<file path="config.mk">
export PLATFORM = sky130hd
export DESIGN_NAME = dmem_responder
export DESIGN_NICKNAME = d
export VERILOG_FILES = /design/src/rtl/dmem_pkg.sv /design/src/rtl/dmem_array.sv /design/src/rtl/dmem_responder.sv
export SDC_FILE = /design/constraint.sdc
export NUM_CORES = 2
export LEC_CHECK = 0
export ABC_CLOCK_PERIOD_IN_PS = 4100
export CAP_MARGIN = 20
export CORE_UTILIZATION = 40
export CTS_CLUSTER_SIZE = 8
export DETAILED_ROUTE_END_ITERATION = 12
export PLACE_DENSITY_LB_ADDON = 0.3
export SLEW_MARGIN = 20
export SYNTH_ARGS = -nofsm -noshare
export SYNTH_HDL_FRONTEND = slang
export SYNTH_SLANG_ARGS = --single-unit
</file>
<file path="constraint.sdc">
create_clock -name clk -period 4.1 [get_ports clk]
set_input_delay 0.82 -clock clk [delete_from_list [all_inputs] [get_ports clk]]
set_output_delay 0.82 -clock clk [all_outputs]
set_load 0.02 [all_outputs]
</file>
<file path="src/rtl/dmem_pkg.sv">
// Shared types and constants for the data-memory responder.
package dmem_pkg;

   typedef enum logic [1:0] {IDLE, WAIT, RESP} dmem_state_t;

   localparam int DMEM_WORD_BYTES = 4;
   localparam int DMEM_LAT_W      = 4;

   // Any address bit above the word index makes the access fall outside the array.
   function automatic logic addr_in_range(input logic [31:0] addr, input int unsigned aw);
      return (addr >> (aw + $clog2(DMEM_WORD_BYTES))) == 32'd0;
   endfunction

endpackage

</file>
<file path="src/rtl/dmem_array.sv">
// Single-port word RAM, synchronous write and read, no reset so an SRAM macro can replace it.
module dmem_array
   import dmem_pkg::*;
#(
   parameter int DEPTH = 64,
   parameter int AW    = $clog2(DEPTH)
) (
   input  logic                           clk,
   input  logic                           we,
   input  logic                           re,
   input  logic [AW-1:0]                  addr,
   input  logic [DMEM_WORD_BYTES*8-1:0]   wdata,
   output logic [DMEM_WORD_BYTES*8-1:0]   rdata
);

   logic [DMEM_WORD_BYTES*8-1:0] mem [DEPTH];

   always_ff @(posedge clk) begin
      if (we)
         mem[addr] <= wdata;
      if (re)
         rdata <= mem[addr];
   end

endmodule

</file>
<file path="src/rtl/dmem_responder.sv">
// Fixed-latency data-memory responder: IDLE/WAIT/RESP FSM in front of dmem_array.
// Optional misalignment fault reporting is enabled with `define DMEM_ALIGN_CHECK_EN.
module dmem_responder
   import dmem_pkg::*;
#(
   parameter int DEPTH   = 64,
   parameter int LATENCY = 2
) (
   input  logic        clk,
   input  logic        rst_n,
   input  logic [31:0] data_address,
   input  logic [31:0] write_data,
   input  logic        mem_read,
   input  logic        mem_write,
   output logic [31:0] read_data,
   output logic        mem_ready,
   output logic        mem_error
);

   localparam int AW = $clog2(DEPTH);

   dmem_state_t           state;
   dmem_state_t           state_next;
   logic [DMEM_LAT_W-1:0] count;
   logic [AW-1:0]         index_q;
   logic [31:0]           wdata_q;
   logic                  write_q;
   logic                  in_range_q;
   logic                  misaligned_q;

   logic                  accept;
   logic                  finish;
   logic                  array_we;
   logic                  array_re;
   logic                  read_load;
   logic                  req_misaligned;
   logic [AW-1:0]         array_addr;
   logic [31:0]           array_rdata;

`ifdef DMEM_ALIGN_CHECK_EN
   assign req_misaligned = (data_address[1:0] != 2'b00);
`else
   logic byte_offset_unused;
   assign byte_offset_unused = ^data_address[1:0];
   assign req_misaligned     = 1'b0;
`endif

   always_ff @(posedge clk or negedge rst_n) begin
      if (!rst_n)
         state <= IDLE;
      else
         state <= state_next;
   end

   always_comb begin
      state_next = state;
      case (state)
         IDLE:    if (mem_read || mem_write) state_next = WAIT;
         WAIT:    if (count == '0) state_next = RESP;
         RESP:    state_next = IDLE;
         default: state_next = IDLE;
      endcase
   end

   // The access itself happens on the WAIT->RESP edge; RESP only presents the completion.
   always_comb begin
      accept    = 1'b0;
      finish    = 1'b0;
      array_we  = 1'b0;
      read_load = 1'b0;
      mem_ready = 1'b0;
      mem_error = 1'b0;
      case (state)
         IDLE: accept = mem_read | mem_write;
         WAIT: begin
            finish    = (count == '0);
            array_we  = finish & write_q & in_range_q & ~misaligned_q;
            read_load = finish & ~write_q & ~misaligned_q;
         end
         RESP: begin
            mem_ready = 1'b1;
            mem_error = misaligned_q;
         end
         default: ;
      endcase
   end

   always_ff @(posedge clk or negedge rst_n) begin
      if (!rst_n) begin
         count        <= '0;
         index_q      <= '0;
         wdata_q      <= '0;
         write_q      <= 1'b0;
         in_range_q   <= 1'b0;
         misaligned_q <= 1'b0;
      end else if (accept) begin
         count        <= DMEM_LAT_W'(LATENCY - 1);
         index_q      <= data_address[AW+1:2];
         wdata_q      <= write_data;
         write_q      <= mem_write;
         in_range_q   <= addr_in_range(data_address, AW);
         misaligned_q <= req_misaligned;
      end else if (state == WAIT && count != '0) begin
         count <= count - DMEM_LAT_W'(1);
      end
   end

   // The RAM reads the live address while idle so the word is ready even for LATENCY=1.
   assign array_addr = (state == IDLE) ? data_address[AW+1:2] : index_q;
   assign array_re   = (state != RESP);

   dmem_array #(
      .DEPTH (DEPTH),
      .AW    (AW)
   ) u_array (
      .clk   (clk),
      .we    (array_we),
      .re    (array_re),
      .addr  (array_addr),
      .wdata (wdata_q),
      .rdata (array_rdata)
   );

   always_ff @(posedge clk or negedge rst_n) begin
      if (!rst_n)
         read_data <= '0;
      else if (read_load)
         read_data <= in_range_q ? array_rdata : 32'h0;
   end

endmodule

</file>
==> flow_summary.toml <==
[flow_run]
maxCapViolCount = 0

[power_and_ir_drop]
finalPower_mw = 73.0
p_leak_nw = 32.3
ir_drop_v = 0.000476
power_density_nw_per_um2 = 745

[setup_path]
startpoint = "state[0]$_DFFE_PN0P_"
critPathMaxStageDelay_ps = 560
cpMostUsedCell = "buf_4"
crit_chain = "buf_4, or3b_2, nand2_8, buf_12, mux2i_1, o22ai_1, o21ai_0, o2111ai_1, buf_4, or4b_1"
crit_path_end_kind = "flip-flop"
crit_family = "simple AND/OR/NAND/NOR gates"
path_buf_inv = 3
critPathKind = "flip-flop to flip-flop"
cp-endpoint = "u_array.rdata[21]$_DFFE_PN_"
reg2reg_to = "u_array.rdata[21]$_DFFE_PN_"
crit_path_top_delay_cell = "dfrtp_1"
cp_data_required_time_ps = 4690
worstPathArrival_ps = 4490
cp_max_fo = 18
rr_startpoint = "state[0]$_DFFE_PN0P_"
cp.depth = 10
reg2reg_slack_ps = 200
rr_worst_depth = 10
start_kind = "flip-flop"

[logic_synthesis]
syn_inst = 4553
synth_area_per_cell_sq_um = 17.5
synth_area_leaders = "edfxtp_1 78%, a22oi_1 3.2%, dfrtp_1 2.4%, nand2_1 2.2%, mux2i_1 2.1%"
synth.distinct_cells = 75
synth.net_count = 4622
synth-simple-area-share = 0.0411
synth_top_family_by_area = "compound AO/OA/AOI/OAI gates"
syn-cell-area_sq_um = 79700
synthAdderAreaFrac = 0.000157
synth_edf_count = 2080
synthArstFlopShare = 0.0361
synth_ff_type = "edfxtp_1"
synth_compound_area_frac = 0.111
synth_top_area_frac = 0.783
synth.area.mux_share = 0.0215
synth-xor-area-share = 0.000220
yosys_warnings = 0
ys_seq_area_frac = 0.808
synth_area_leader_cell = "edfxtp_1"
yosys_register_bits = 2158

[routing]
firstDrtPassIters = 9
post_drt_wl_per_cell_microns = 31.8
first_iter_violations = 6574
antenna_left = 0
route.detailed.drc = 0
routed_via_density = 6.07
wirelength_microns = 254000
via_count = 48400

[timing]
rsz0062_at_grt = "no"
finalSetupViolations = 0
period_share = 0.951
max_freq_ghz = 0.256
min_period_ps = 3900
report.final.slew_viol_count = 0
finalHoldViolations = 0
finClkSkew_ps = 79.3
maxSlewHeadroom = 0.288
holdWs_ps = 385
setup_tns_ps = 0
tightest_slew_ps = 1070

[global_routing]
track_usage = 0.251
grt_pass1_wl_microns = 355000
grt_max_degree = 66
grt_overflow_total = 0
grt_pass1_vias = 46900
antenna_found_initial = 7

[status]
status = "finished, final reports clean"

[min_path]
hp-class = "primary input to async pin"

[die]
start_util = 0.403
die_h_microns = 448
ios = 102
die_width_microns = 448
die_area_sq_um = 201000
num_rows = 163
coreArea_sq_um = 198000

[placement]
dp_hpwl_microns = 157000
gp_congestion = 0.881
port_buffers = 98

[clocking]
clk_path_buf_depth = 4
path_clk_slew_ps = 50
clk_latency_ps = 950
clock_sinks = 2158
cts_setup_buffers = 0
cts_buffers = 320
htree_num_levels = 5
root_buffer = "clkbuf_16"
cts_tree = "done"

[layout]
final_layout_size_suffix_gt1_frac = 0.198
final_core_util = 0.496
area_growth_pct = 22.9
finalNetCount = 5318
## placed cells by master (no fill, tap or decap), drive strengths merged, types with 11 or more instances in the layout
cell           instances
a221oi               140
and3                  21
a31oi                110
mux2i                168
nor4                  17
a22oi                338
clkdlybuf4s50         97
nand2                467
o2111ai               13
o22a                  24
o22ai                 60
edfxtp              2080
a222oi               104
o21ai                 54
or4                   24
nand3                 42
buf                  571
clkbuf               387
dfrtp                 78
a21oi                118
inv                   11
o211ai                61
nor3                  29
a22o                  96
nand4                 11
nor2                  90
## state kept, by name, summed over array words and instances, names as in the netlist
name           cells
count              4
in_range_q         1
index_q            6
read_data         32
state              2
u_array.mem     2048
u_array.rdata     32
wdata_q           32
write_q            1
## area by class of cell
type | count | area (sq um)
Sequential cell | 2158 | 64500
Clock inverter | 10 | 140
Multi-Input combinational cell | 2094 | 14600
Clock buffer | 387 | 8340
Antenna cell | 8 | 20.0
Fill cell | 16000 | 99600
Inverter | 6 | 22.5
Tap cell | 2640 | 3300
Timing Repair Buffer | 669 | 7160
## report_power, final
group	switching [mW]	total, mW	internal (mW)
registers	0.997	28.7	27.7
clock network	8.73	22.8	14.1
logic	14.0	21.5	7.47
## cells by family (layout without fill, tap and decap cells)
logic type	Yosys count	after routing
xor gates and xnor gates	2	2
adders and majority gates	1	1
AOI/OAI and AO/OA	1173	1173
DFF	2158	2158
other	1	9
muxes	171	171
buffers and inverters	301	1072
and+or+nand+nor	746	746
## how the worst min path moves through the flow
stage / endpoint / slack, ps / startpoint / cells after the start
after detailed placement: read_data[6]$_DFFE_PN0P_ / 460 / read_data[6]$_DFFE_PN0P_ / 2
final: state[1]$_DFFE_PN0P_ / 390 / rst_n / 2
after floorplan: read_data[0]$_DFFE_PN0P_ / 450 / u_array.rdata[0]$_DFFE_PN_ / 2
after global routing: count[2]$_DFFE_PN0P_ / 390 / rst_n / 2
after global placement: read_data[15]$_DFFE_PN0P_ / 460 / read_data[15]$_DFFE_PN0P_ / 2
after CTS: state[1]$_DFFE_PN0P_ / 320 / rst_n / 2
## routing by layer
layer	share of wire	global-route usage	up-vias
met5	0.000043	0	-
met4	0.044	0.101	2
met3	0.094	0.0475	475
met2	0.48	0.407	2719
met1	0.38	0.333	25200
li1	-	-	20000
## synth_stat cells, drive strengths merged (3+ instances only)
cell	count
edfxtp	2080
nand2	467
a22oi	338
buf	196
mux2i	168
a221oi	140
a21oi	118
a31oi	110
a222oi	104
clkbuf	99
a22o	96
nor2	90
dfrtp	78
o211ai	61
o22ai	60
o21ai	54
nand3	42
nor3	29
o22a	24
or4	24
and3	21
nor4	17
o2111ai	13
nand4	11
a31o	10
nand2b	10
o21bai	10
a21o	7
a41oi	7
or3	7
inv	6
or4b	5
a2bb2oi	4
and2	4
or2	4
or3b	4
mux2	3
nand4b	3
o221ai	3
## through the flow
stage,worst slack [ps],instances,cell area [sq um]
after floorplan,-98.2,4553,79800
after global placement,-486,7566,89500
after detailed placement,-573,7566,89500
after CTS,201,7964,98000
after global routing,87.6,7965,98000
final,200,7972,98000
## what timing repair did
item | in CTS | in global routing
endpoints found under the hold margin | 15 | 0
hold buffers | 1 | 0
endpoints found under the setup margin | 1 | 0
resized for setup | 1 | 0
No activity file was read; power rests on OpenSTA's default activity.
